[config.mk]
export PLATFORM = sky130hd
export DESIGN_NAME = reservation_station
export DESIGN_NICKNAME = d
export VERILOG_FILES = /design/src/rtl/reservation_station.sv
export SDC_FILE = /design/constraint.sdc
export NUM_CORES = 2
export LEC_CHECK = 0
export ABC_AREA = 1
export CORE_UTILIZATION = 55
export CTS_BUF_LIST = sky130_fd_sc_hd__clkbuf_8
export DETAILED_ROUTE_END_ITERATION = 10
export MAX_ROUTING_LAYER = met4
export PLACE_DENSITY = 0.74
export SYNTH_ARGS = -nofsm -noshare
export SYNTH_HDL_FRONTEND = slang
export SYNTH_SLANG_ARGS = --single-unit
[constraint.sdc]
create_clock -name clk -period 13.9 [get_ports clk]
set_input_delay 3.475 -clock clk [delete_from_list [all_inputs] [get_ports clk]]
set_output_delay 3.475 -clock clk [all_outputs]
set_load 0.03 [all_outputs]
[src/rtl/reservation_station.sv]
// Reservation station that holds dispatched ops until their operands are committed, then issues the lowest ready entry to the ALU.
// Dispatch is accepted only while the station is not full; the stall output mirrors fullness.
module reservation_station #(
    parameter int EntryCount    = 8,
    parameter int PointerLength = 2
) (
    input  logic        clk,
    input  logic        rst,
    input  logic        is_exception_from_rob,
    input  logic        is_empty_from_rob,
    input  logic        is_sl_from_rob,
    input  logic [5:0]  op_from_rob,
    input  logic [31:0] v1_from_rob,
    input  logic [31:0] v2_from_rob,
    input  logic [31:0] q1_from_rob,
    input  logic [31:0] q2_from_rob,
    input  logic [31:0] imm_from_rob,
    input  logic [31:0] pc_from_rob,
    input  logic        is_commit_from_rob,
    input  logic [31:0] commit_pc_from_rob,
    input  logic [31:0] commit_data_from_rob,
    output logic        is_stall_to_rob,
    output logic        is_valid_to_alu,
    output logic [5:0]  op_to_alu,
    output logic [31:0] v1_to_alu,
    output logic [31:0] v2_to_alu,
    output logic [31:0] imm_to_alu,
    output logic [31:0] pc_to_alu
);
    localparam int IdxW = PointerLength + 1;
    localparam logic [31:0] NoDep = 32'hFFFF_FFFF;

    typedef struct packed {
        logic        busy;
        logic [5:0]  op;
        logic [31:0] v1;
        logic [31:0] v2;
        logic [31:0] q1;
        logic [31:0] q2;
        logic [31:0] imm;
        logic [31:0] pc;
    } entry_t;

    entry_t ent [EntryCount];

    logic [EntryCount-1:0] busy_vec;
    logic [EntryCount-1:0] ready_vec;
    logic                  free_found;
    logic                  ready_found;
    logic [IdxW-1:0]       free_idx;
    logic [IdxW-1:0]       ready_idx;
    logic                  accept;
    logic                  byp1;
    logic                  byp2;

    // Readiness uses registered tags only, so an entry written this edge cannot issue before the next one.
    always_comb begin
        busy_vec  = '0;
        ready_vec = '0;
        for (int i = 0; i < EntryCount; i++) begin
            busy_vec[i]  = ent[i].busy;
            ready_vec[i] = ent[i].busy && (ent[i].q1 == NoDep) && (ent[i].q2 == NoDep);
        end
    end

    // Downward scans leave the lowest matching index in place.
    always_comb begin
        free_found  = 1'b0;
        ready_found = 1'b0;
        free_idx    = '0;
        ready_idx   = '0;
        for (int i = EntryCount - 1; i >= 0; i--) begin
            if (!busy_vec[i]) begin
                free_found = 1'b1;
                free_idx   = IdxW'(i);
            end
            if (ready_vec[i]) begin
                ready_found = 1'b1;
                ready_idx   = IdxW'(i);
            end
        end
    end

    assign is_stall_to_rob = &busy_vec;
    assign accept = !is_empty_from_rob && !is_sl_from_rob && !is_exception_from_rob && free_found;
    assign byp1   = is_commit_from_rob && (q1_from_rob != NoDep) && (q1_from_rob == commit_pc_from_rob);
    assign byp2   = is_commit_from_rob && (q2_from_rob != NoDep) && (q2_from_rob == commit_pc_from_rob);

    always_ff @(posedge clk) begin
        if (!rst) begin
            for (int i = 0; i < EntryCount; i++) begin
                ent[i] <= '{busy: 1'b0, op: '0, v1: '0, v2: '0, q1: NoDep, q2: NoDep, imm: '0, pc: '0};
            end
            is_valid_to_alu <= 1'b0;
            op_to_alu       <= '0;
            v1_to_alu       <= '0;
            v2_to_alu       <= '0;
            imm_to_alu      <= '0;
            pc_to_alu       <= '0;
        end else if (is_exception_from_rob) begin
            for (int i = 0; i < EntryCount; i++) begin
                ent[i].busy <= 1'b0;
            end
            is_valid_to_alu <= 1'b0;
        end else begin
            for (int i = 0; i < EntryCount; i++) begin
                if (ent[i].busy && is_commit_from_rob) begin
                    if (ent[i].q1 != NoDep && ent[i].q1 == commit_pc_from_rob) begin
                        ent[i].v1 <= commit_data_from_rob;
                        ent[i].q1 <= NoDep;
                    end
                    if (ent[i].q2 != NoDep && ent[i].q2 == commit_pc_from_rob) begin
                        ent[i].v2 <= commit_data_from_rob;
                        ent[i].q2 <= NoDep;
                    end
                end
            end
            if (ready_found) begin
                is_valid_to_alu      <= 1'b1;
                op_to_alu            <= ent[ready_idx].op;
                v1_to_alu            <= ent[ready_idx].v1;
                v2_to_alu            <= ent[ready_idx].v2;
                imm_to_alu           <= ent[ready_idx].imm;
                pc_to_alu            <= ent[ready_idx].pc;
                ent[ready_idx].busy  <= 1'b0;
            end else begin
                is_valid_to_alu <= 1'b0;
            end
            // The allocated slot was free, so it never collides with the issued or woken entries.
            if (accept) begin
                ent[free_idx] <= '{busy: 1'b1, op: op_from_rob,
                                   v1: byp1 ? commit_data_from_rob : v1_from_rob,
                                   v2: byp2 ? commit_data_from_rob : v2_from_rob,
                                   q1: byp1 ? NoDep : q1_from_rob,
                                   q2: byp2 ? NoDep : q2_from_rob,
                                   imm: imm_from_rob, pc: pc_from_rob};
            end
        end
    end
endmodule

==> key figures <==
Yosys
  • Mux contribution to synthesized area: 0%
  • Flops & latches, synth: 1,727
  • Post-synth EDFFs: around 1,600
  • Synth Area in Simple Gates: between 20% and 30%
  • Yosys cell types: 57
  • Yosys warnings: 0
  • Post-Syn Area per Cell: 9.21 um^2
  • Post-synth top flop: edfxtp_1
  • Syn Nets: 9,674
  • Syn Inst Count: 9,406
  • Xor-xnor portion of the synthesized cell area: 4.01%
  • Area share of fa/ha/maj cells after synthesis: 0%
  • Fraction of registers with async set/reset: 0%
  • Synth Area in Compound Gates: 3.82%
  • Largest family of logic cells by synthesized area: simple AND/OR/NAND/NOR gates
  • Sequential share of the synthesized area: 58.2%
  • Cell Area, Synth: slightly below 90,000 um^2

Global route
  • Initial antenna violation count: 29
  • Vias in the first global route: between 70,000 and 80,000
  • GR Overflow Total: 0
  • Total GRT Usage: 45.3%
  • First-pass GRT wire length: between 500,000 and 600,000 um
  • Largest net degree at the start of global routing: about 160

Floorplanning
  • Area of the core: roughly 160,000 um^2
  • Die area: between 150,000 and 200,000 um^2
  • Starting density of the core: a little under three fifths
  • Die Y: between 300 and 400 um
  • Row count: around 150
  • Die Wd: about 400 um
  • Number of I/O pins: about 400

Critical path
  • R2r startpoint: ent[3][119]
  • Setup CP Type: in -> reg
  • WP data required: ~15 ns
  • Crit path launch: rst
  • Critical Path End Type: flop
  • Type of origin of the critical path: input port
  • CP max FO: 74
  • Worst EP arrival: 8.55 ns
  • Reg-to-reg slack, setup: 7.63 ns
  • Worst R2R End: v2_to_alu[14]
  • Slowest cell on crit path: nor2_4
  • R2r worst-path depth: 17
  • Crit-path most repeated cell: inv_2
  • CP Cell Sequence: clkbuf_8, inv_2, nor2_2, inv_2, nor3_2, nand4_1, nor2_4, inv_6, nand2_4, or2_4, buf_4
  • Largest stage delay, worst path: ~0.9 ns

Power and ir drop
  • Switching Share: roughly a quarter
  • Int Pwr: 8.27 mW
  • Largest vdd supply drop: ~130 uV
  • Pleak: around 39 nW
  • Gate power share: 7.0%
  • Clock group share of total power: around two fifths
  • PwrDens: 114 nW/um^2
  • Sequential fraction of design power: 53.2%
  • Overall power: 11.1 mW
  • Sw power: 2.82 mW

Routing
  • First drt pass iteration count: 7
  • DR vias/cell: around 6.4
  • DRT iter0 DRCs: ~12,000
  • DR vias: 76,539
  • Total Wirelength: approximately 360,000 um
  • DRT antenna net count: 0
  • Residual DRC count: 0
  • DR WL/cell: 29.7 um

STA
  • Slew at the pin closest to its max-slew limit: 1.33 ns
  • Tmin final: 7.92 ns
  • Final period util: 57.0%
  • Setup_tns: 0 ns
  • Final Worst Setup Slack: 5.98 ns
  • Slew HR: roughly 12%
  • Final setup vio count: 0
  • Unrepaired setup endpoints after global routing: false
  • Fin. max-slew vios: 0
  • Final hold vios: 0
  • Maximum clock frequency: between 100 and 150 MHz
  • Clock skew: 0.0766 ns

Clock tree
  • Cts hold-fix bufs: 0
  • CTS Buffer Depth: 4
  • Clock slew at reported path FFs: 0.06 ns
  • Root buffer cell: clkbuf_8
  • CTS H-Tree Depth: 5
  • Setup Buffers After CTS: 0
  • CTS Buf Count: ~300
  • Post-CTS resize count: 0
  • Worst skew pair latency: about 1.1 ns
  • CTS tree: yes
  • Clk sink count: about 1,700

Final layout
  • Layout cell share with drive strength beyond 1: 6.96%
  • Fillers: 12,914
  • Area Growth Syn to Fin: 12.8%
  • Layout Nets: 9,913

Hold path
  • Endpoint, Worst Hold: pc_to_alu[21]
  • Hold-critical path depth: 2
  • Worst min path class: reg -> reg
  • Worst hold start: pc_to_alu[21]

Place
  • Port bufs: approximately 400
  • Detailed placer's ending HPWL: approximately 210,000 um
  • Placer Congestion: about 1.1
  • Setup slack at placement: slightly above 5 ns

Run status
  • Status: finished clean

Run
  • Max cap viols: 0
[cell usage after synthesis, drive strengths merged (5+ instances only)]
cell type	instances	area, um^2
nand3b	274	2060
inv	726	2730
and3	6	37.5
a22o	9	78.8
a211oi	10	75.1
nand3	1305	6530
buf	258	1350
xor2	321	2810
a21oi	14	81.3
o22ai	39	244
nor3	35	185
o21ai	477	2430
o2111ai	18	158
clkbuf	383	1440
nor2	1133	4300
nor3b	9	67.6
edfxtp	1584	47600
nand4	222	1390
xnor2	76	666
dfxtp	143	2860
o311ai	5	43.8
nor4	125	835
nand2	2169	8210
a221oi	8	70.1
or2	29	181
[cell type report]
class | count | area (um^2) | share of cell area [%]
flip-flops and latches | 1727 | 50400 | 51.6
diodes | 33 | 82.6 | 0.0845
multi-input cells | 6309 | 31000 | 31.7
repair buffers | 572 | 5350 | 5.48
clock buffers | 335 | 4610 | 4.72
inverters | 729 | 2790 | 2.86
well taps | 2058 | 2570 | 2.64
clock inverters | 194 | 860 | 0.880
[power by group through the flow]
stage	sequential, mW	combinational [mW]	clock, mW
5_1_grt	5.91	0.794	4.63
3_3_place_gp	6.00	0.738	0
4_1_cts	5.90	0.744	4.39
6_report	5.90	0.774	4.42
2_1_floorplan	6.00	0.369	0
3_5_place_dp	6.00	0.741	0
[critical path: cells and delay by family]
family / cells / cell delay [ns]
and+or+nand+nor: 6 / 2.80
buffers and inverters: 5 / 2.03
[worst max-delay path by stage]
| stage | endpoint | slack [ns] |
|---|---|---|
| after floorplan | ent[1][128] | 1.33 |
| after global placement | ent[7][132] | 5.25 |
| after detailed placement | ent[7][116] | 5.09 |
| after CTS | ent[7][131] | 6.16 |
| after global routing | ent[7][131] | 6.07 |
| final | ent[7][107] | 5.98 |
[kinds of logic (layout without fill, tap and decap cells)]
| kind of cell | Yosys count | after routing |
|---|---|---|
| other cells | 0 | 33 |
| simple gates | 5317 | 5317 |
| flops | 1727 | 1727 |
| buf+inv | 1370 | 1830 |
| compound gates | 595 | 595 |
| xor+xnor | 397 | 397 |
[layer usage]
layer  up-vias  global-route usage, %  wire length (um)
li1      32383                      -                 -
met1     35875                   55.4            120000
met2      6643                   65.8            154000
met3      1638                   12.7             54100
met4         0                   29.3             28000
met5         -                      -                 0
[placed cells by master (no fill, tap or decap), types with 11 or more instances in the layout]
cell,instances
o2111ai_1,18
o21ai_0,400
a21oi_1,13
o21ai_2,11
clkinv_1,48
or2_2,19
xnor2_1,76
edfxtp_1,1584
buf_4,165
nand3_1,1305
nor3_1,31
inv_2,14
inv_1,808
nand4_1,222
nor2_4,17
dfxtp_1,143
clkbuf_8,336
nor2_1,1114
nand2_2,22
diode_2,33
clkdlybuf4s50_1,401
nand2_1,2136
xor2_1,321
o21ai_1,63
nand3b_1,274
o22ai_1,39
clkinv_2,31
nor4_1,116
[state kept, by name (all words and copies together), names as in the netlist]
register and flops:
pc_to_alu 32, imm_to_alu 32, ent 1592, v1_to_alu 32
op_to_alu 6, v2_to_alu 32, is_valid_to_alu 1
[through the flow]
stage	area [um^2]	instances	hold slack [ns]	utilization, %
after global routing	97700	11951	0.556	62.5
final	97700	11957	0.529	62.6
after global placement	92200	11395	0.508	59.0
after floorplan	86600	9406	0.492	-
after detailed placement	92200	11395	0.514	59.0
after CTS	97600	11924	0.531	62.5
Power figures use the tool's default switching activity.
